<file path="config.mk">
export PLATFORM = sky130hd
export DESIGN_NAME = main_ctrl_fsm
export DESIGN_NICKNAME = d
export VERILOG_FILES = /design/src/rtl/main_ctrl_fsm.sv
export SDC_FILE = /design/constraint.sdc
export NUM_CORES = 1
export LEC_CHECK = 0
export BUFFER_PORTS_ARGS = -buffer_cell sky130_fd_sc_hd__buf_2
export CAP_MARGIN = 40
export CORE_UTILIZATION = 47
export CTS_BUF_LIST = sky130_fd_sc_hd__clkbuf_8
export DETAILED_ROUTE_END_ITERATION = 10
export PLACE_DENSITY_LB_ADDON = 0.1
export SETUP_SLACK_MARGIN = 0.4
export SLEW_MARGIN = 15
export SYNTH_ARGS = -nofsm -noshare
export SYNTH_HDL_FRONTEND = slang
export SYNTH_SLANG_ARGS = --single-unit
</file>
<file path="constraint.sdc">
create_clock -name clk -period 1.8 [get_ports clk]
set_input_delay 0.36 -clock clk [delete_from_list [all_inputs] [get_ports clk]]
set_output_delay 0.36 -clock clk [all_outputs]
set_load 0.005 [all_outputs]
</file>
<file path="src/rtl/main_ctrl_fsm.sv">
// main_ctrl_fsm: multicycle MIPS main control FSM.
// Decodes Opcode and sequences each instruction through fetch / decode / execute /
// memory / writeback, driving the datapath strobes and mux selects as Moore outputs.
//
// Ports:
//   clk          system clock, all state on rising edge
//   rst          synchronous active-high reset; forces every output to 0 while high
//   Opcode[5:0]  instr[31:26] from IR, valid from DECODE onward
//   JR           jr flag from ALU control, only looked at in EXEC
//   PCWrite, PCWriteCond, IorD, MemRead, MemWrite, IRWrite, MemtoReg, RegDst, RegWrite,
//   AluSrcA, AluSrcB[1:0], AluOp[1:0], PCSource[1:0]   datapath controls
//   State[3:0]   current state code (reads 0 while rst is high)
module main_ctrl_fsm #(
  parameter logic [5:0] OP_RTYPE = 6'd0,
  parameter logic [5:0] OP_LW    = 6'd35,
  parameter logic [5:0] OP_SW    = 6'd43,
  parameter logic [5:0] OP_BEQ   = 6'd4,
  parameter logic [5:0] OP_J     = 6'd2,
  parameter logic [5:0] OP_ORI   = 6'd13
) (
  input  logic       clk,
  input  logic       rst,
  input  logic [5:0] Opcode,
  input  logic       JR,
  output logic       PCWrite,
  output logic       PCWriteCond,
  output logic       IorD,
  output logic       MemRead,
  output logic       MemWrite,
  output logic       IRWrite,
  output logic       MemtoReg,
  output logic       RegDst,
  output logic       RegWrite,
  output logic       AluSrcA,
  output logic [1:0] AluSrcB,
  output logic [1:0] AluOp,
  output logic [1:0] PCSource,
  output logic [3:0] State
);

  localparam logic [3:0] StFetch  = 4'd0;
  localparam logic [3:0] StDecode = 4'd1;
  localparam logic [3:0] StMemAdr = 4'd2;
  localparam logic [3:0] StMemRd  = 4'd3;
  localparam logic [3:0] StMemWb  = 4'd4;
  localparam logic [3:0] StMemWr  = 4'd5;
  localparam logic [3:0] StExec   = 4'd6;
  localparam logic [3:0] StRwb    = 4'd7;
  localparam logic [3:0] StBranch = 4'd8;
  localparam logic [3:0] StJump   = 4'd9;
  localparam logic [3:0] StOriEx  = 4'd10;
  localparam logic [3:0] StOriWb  = 4'd11;
  localparam logic [3:0] StJreg   = 4'd12;

  logic [3:0] state_q, state_d;

  always_ff @(posedge clk) begin
    if (rst) begin
      state_q <= StFetch;
    end else begin
      state_q <= state_d;
    end
  end

  always_comb begin
    state_d = StFetch;
    case (state_q)
      StFetch:  state_d = StDecode;
      StDecode: begin
        if (Opcode == OP_LW || Opcode == OP_SW) state_d = StMemAdr;
        else if (Opcode == OP_RTYPE)            state_d = StExec;
        else if (Opcode == OP_BEQ)              state_d = StBranch;
        else if (Opcode == OP_J)                state_d = StJump;
        else if (Opcode == OP_ORI)              state_d = StOriEx;
        else                                    state_d = StFetch;  // unknown op: nop
      end
      StMemAdr: begin
        if (Opcode == OP_LW)      state_d = StMemRd;
        else if (Opcode == OP_SW) state_d = StMemWr;
        else                      state_d = StFetch;
      end
      StMemRd:  state_d = StMemWb;
      StExec:   state_d = JR ? StJreg : StRwb;
      StOriEx:  state_d = StOriWb;
      // MEMWB, MEMWR, RWB, BRANCH, JUMP, ORIWB, JREG and unused codes return to fetch
      default:  state_d = StFetch;
    endcase
  end

  // Moore outputs; everything is held at 0 while rst is high so a reset
  // mid-instruction suppresses that cycle's strobes.
  always_comb begin
    PCWrite     = 1'b0;
    PCWriteCond = 1'b0;
    IorD        = 1'b0;
    MemRead     = 1'b0;
    MemWrite    = 1'b0;
    IRWrite     = 1'b0;
    MemtoReg    = 1'b0;
    RegDst      = 1'b0;
    RegWrite    = 1'b0;
    AluSrcA     = 1'b0;
    AluSrcB     = 2'b00;
    AluOp       = 2'b00;
    PCSource    = 2'b00;
    State       = 4'd0;
    if (!rst) begin
      State = state_q;
      case (state_q)
        StFetch: begin
          MemRead = 1'b1;
          IRWrite = 1'b1;
          PCWrite = 1'b1;
          AluSrcB = 2'b01;
        end
        StDecode: AluSrcB = 2'b11;  // branch target precompute
        StMemAdr: begin
          AluSrcA = 1'b1;
          AluSrcB = 2'b10;
        end
        StMemRd: begin
          MemRead = 1'b1;
          IorD    = 1'b1;
        end
        StMemWb: begin
          RegWrite = 1'b1;
          MemtoReg = 1'b1;
        end
        StMemWr: begin
          MemWrite = 1'b1;
          IorD     = 1'b1;
        end
        StExec: begin
          AluSrcA = 1'b1;
          AluOp   = 2'b10;
        end
        StRwb: begin
          RegWrite = 1'b1;
          RegDst   = 1'b1;
        end
        StBranch: begin
          AluSrcA     = 1'b1;
          AluOp       = 2'b01;
          PCWriteCond = 1'b1;
          PCSource    = 2'b01;
        end
        StJump: begin
          PCWrite  = 1'b1;
          PCSource = 2'b10;
        end
        StOriEx: begin
          AluSrcA = 1'b1;
          AluSrcB = 2'b10;
          AluOp   = 2'b11;
        end
        StOriWb:  RegWrite = 1'b1;
        StJreg: begin
          PCWrite  = 1'b1;
          PCSource = 2'b11;
        end
        default: ;
      endcase
    end
  end

endmodule
</file>
==> impl_metrics.env <==
export IMPL_status="finished with violations"
export IMPL_violations="negative setup slack"
export IMPL_synth_top_area_share=0.1306
export IMPL_vias=1026
export IMPL_syn_cell_area_um2=613.1
export IMPL_cts_buffer_depth=2
export IMPL_cpMaxStageDelayCell="nor4_1"
export IMPL_timing_final_crit_share=1.015
export IMPL_htree_levels=1
export IMPL_power_density_mw_per_mm2=384.3
export IMPL_pre_cts_ws_ns=0.2735
export IMPL_avgSynthCellArea_um2=6.454
export IMPL_cp_startpoint="state_q[1]$_SDFF_PP0_"
export IMPL_fin_setup_tns_ns=-0.02751
export IMPL_ir_worst_vdd_mv=0.4508
export IMPL_critPathBufInv=2
export IMPL_insertion_delay_ns=0.21
export IMPL_yosysWarningCount=0
export IMPL_gp_routability_congestion=0.8662
export IMPL_slew_limit_headroom=0.6679
export IMPL_r2r_start="state_q[1]$_SDFF_PP0_"
export IMPL_fin_crit_ns=1.828
export IMPL_final_max_slew_viol_count=0
export IMPL_cts_buffers=3
export IMPL_power_total_mw=0.4245
export IMPL_core_area_mm2=0.001156
export IMPL_design_area_mm2=0.001105
export IMPL_cts_root_buf="clkbuf_8"
export IMPL_yosys_register_bits=4
export IMPL_cp_required_ns=1.44
export IMPL_fin_skew_ns=0.003634
export IMPL_start_util=0.5303
export IMPL_worst_pin_slew_ns=0.4936
export IMPL_synthArstFlopShare=0
export IMPL_drt_total_wl_mm=3.383
export IMPL_cp_end_kind="primary output"
export IMPL_syn_to_final_growth_pct=80.20
export IMPL_cp_arrival_ns=1.47
export IMPL_yosys_top_cells_area="dfxtp_1 13%, nor2b_1 8.2%, nor3_1 8.2%"
export IMPL_boundaryPins=29
export IMPL_syn_instance_count=95
export IMPL_route_detailed_drc=0
export IMPL_die_y_um=38.12
export IMPL_yosysMostFrequentCell="nor3_1"
export IMPL_regMostFlops="state_q"
export IMPL_critical_path_top_delay_family="simple AND/OR/NAND/NOR gates"
export IMPL_syn_nets=104
export IMPL_cp_max_fo=6
export IMPL_die_w_um=38.12
export IMPL_overflow=0
export IMPL_rows=12
export IMPL_antenna_cells=0
export IMPL_drt_pass1_iter_count=5
export IMPL_whs_ns=0.5555
export IMPL_yosysTopAreaCell="dfxtp_1"
export IMPL_track_usage=0.2977
export IMPL_ctsHoldBuffers=0
export IMPL_path_cells="clkbuf_2 > nor4_1 > buf_2"
export IMPL_slowest_delay_ns=0.50
export IMPL_crit_type="flop to primary output"
export IMPL_holdCritPathClass="input pin to flop"
export IMPL_grt_pass1_wl_mm=3.008
export IMPL_synth_top_cells_by_count="10 x nor3_1, 8 x nor2_1, 8 x nor2b_1"
export IMPL_synth_seq_area_share=0.1306
export IMPL_reg_top3="state_q: 4 flops"
export IMPL_start_kind="flop"
export IMPL_drt_iter0_markers=81
export IMPL_viasPerCell=6.840
export IMPL_clock_fmax_ghz=0.5472
export IMPL_cts_num_sinks=4
export IMPL_layout_drive_gt1_share=0.6029
export IMPL_first_global_vias=692
export IMPL_p_leak_nw=0.5205
export IMPL_wire_per_inst_um=22.55
export IMPL_maxCapViolCount=0
export IMPL_synth_distinct_cells=34
export IMPL_final_nets=147
export IMPL_clk_pin_slew_ns=0.03
export IMPL_dp_hpwl_mm=1.167
export IMPL_drtAntennaViolNets=0
export IMPL_setup_viol=1
export IMPL_largest_reg_flops=4
export IMPL_place_area_um2=739.5
export IMPL_synth_edf_count=0
export IMPL_io_buffers=28
export IMPL_antenna_found_initial=0
export IMPL_fp_dieArea_mm2=0.001453
export IMPL_rsz0062_at_grt="yes"
export IMPL_finalWorstSetupSlack_ns=-0.02751
export IMPL_hold_viol_final=0
export IMPL_grt_start_max_net_pins=16
export IMPL_hp_start="Opcode[0]"
export IMPL_synth_main_ff_cell="dfxtp_1"
export IMPL_cts_tree="yes"
## placed cells by master, fill, tap and decap left out, types with 4 or more instances in the layout
cell / Yosys / layout
nor3_1: 10 / 5
buf_6: 1 / 6
nand2_1: 6 / 6
nor4_2: 1 / 5
dfxtp_4: 0 / 4
nor3_2: 0 / 5
buf_4: 0 / 12
nor2b_4: 0 / 5
buf_2: 4 / 27
a21oi_1: 6 / 6
nor2_1: 8 / 7
## worst reg2reg max path, delay by kind of cell (launching register included)
kind	cells	cell delay [ns]
AOI/OAI and AO/OA	1	0.13
buffers and inverters	3	0.43
DFF	1	0.38
and+or+nand+nor	2	0.49
## metrics by stage
stage | std cells | utilization
detailed placement | 129 | 0.6396
finish | 150 | 0.9556
CTS | 143 | 0.8550
floorplan | 95 | -
global route | 150 | 0.9556
global placement | 129 | 0.6396
## area by class of cell
type	instances	area, um^2
multi-input combinational	77	586.8
clock buffer	3	41.29
tap	14	17.52
sequential	4	95.09
fill	30	51.30
inverter	3	11.26
timing repair buffer	49	352.8
## where the power goes
group	internal, mW	total (mW)	switching [mW]
clock network	0.142	0.185	0.0426
logic	0.0693	0.144	0.0749
registers	0.0878	0.0954	0.00766
total	0.299	0.425	0.125
## layer usage
metal | vias to the layer above | wire [um] | global-route usage
met5 | - | 0 | 0
met4 | 0 | 166 | 0.1429
met3 | 32 | 514 | 0.01744
met2 | 107 | 1476 | 0.5042
met1 | 460 | 1225 | 0.3781
li1 | 427 | - | -
## final timing paths
kind	endpoint	slack [ns]	cells past startpoint
worst max-delay path	MemtoReg	-0.03	3
worst min register to register	state_q[2]$_SDFF_PP0_	0.74	3
worst max register to register	state_q[3]$_SDFF_PP0_	0.30	6
worst min-delay path	state_q[0]$_SDFF_PP0_	0.56	4
## logic make-up (layout without fill, tap and decap cells)
family,after synthesis,after routing,share of synthesized area
flip-flops,4,4,0.1306
XOR/XNOR,3,3,0.04286
AND/OR/NAND/NOR,56,56,0.5204
AO/OA/AOI/OAI,18,18,0.2000
buffers and inverters,14,55,0.1061
## what timing repair did
item,CTS,global route
setup buffers,11,7
endpoints found under the setup margin,21,21
resized for setup,35,13
pin swaps,5,9
(Power assumes the default switching activity.)
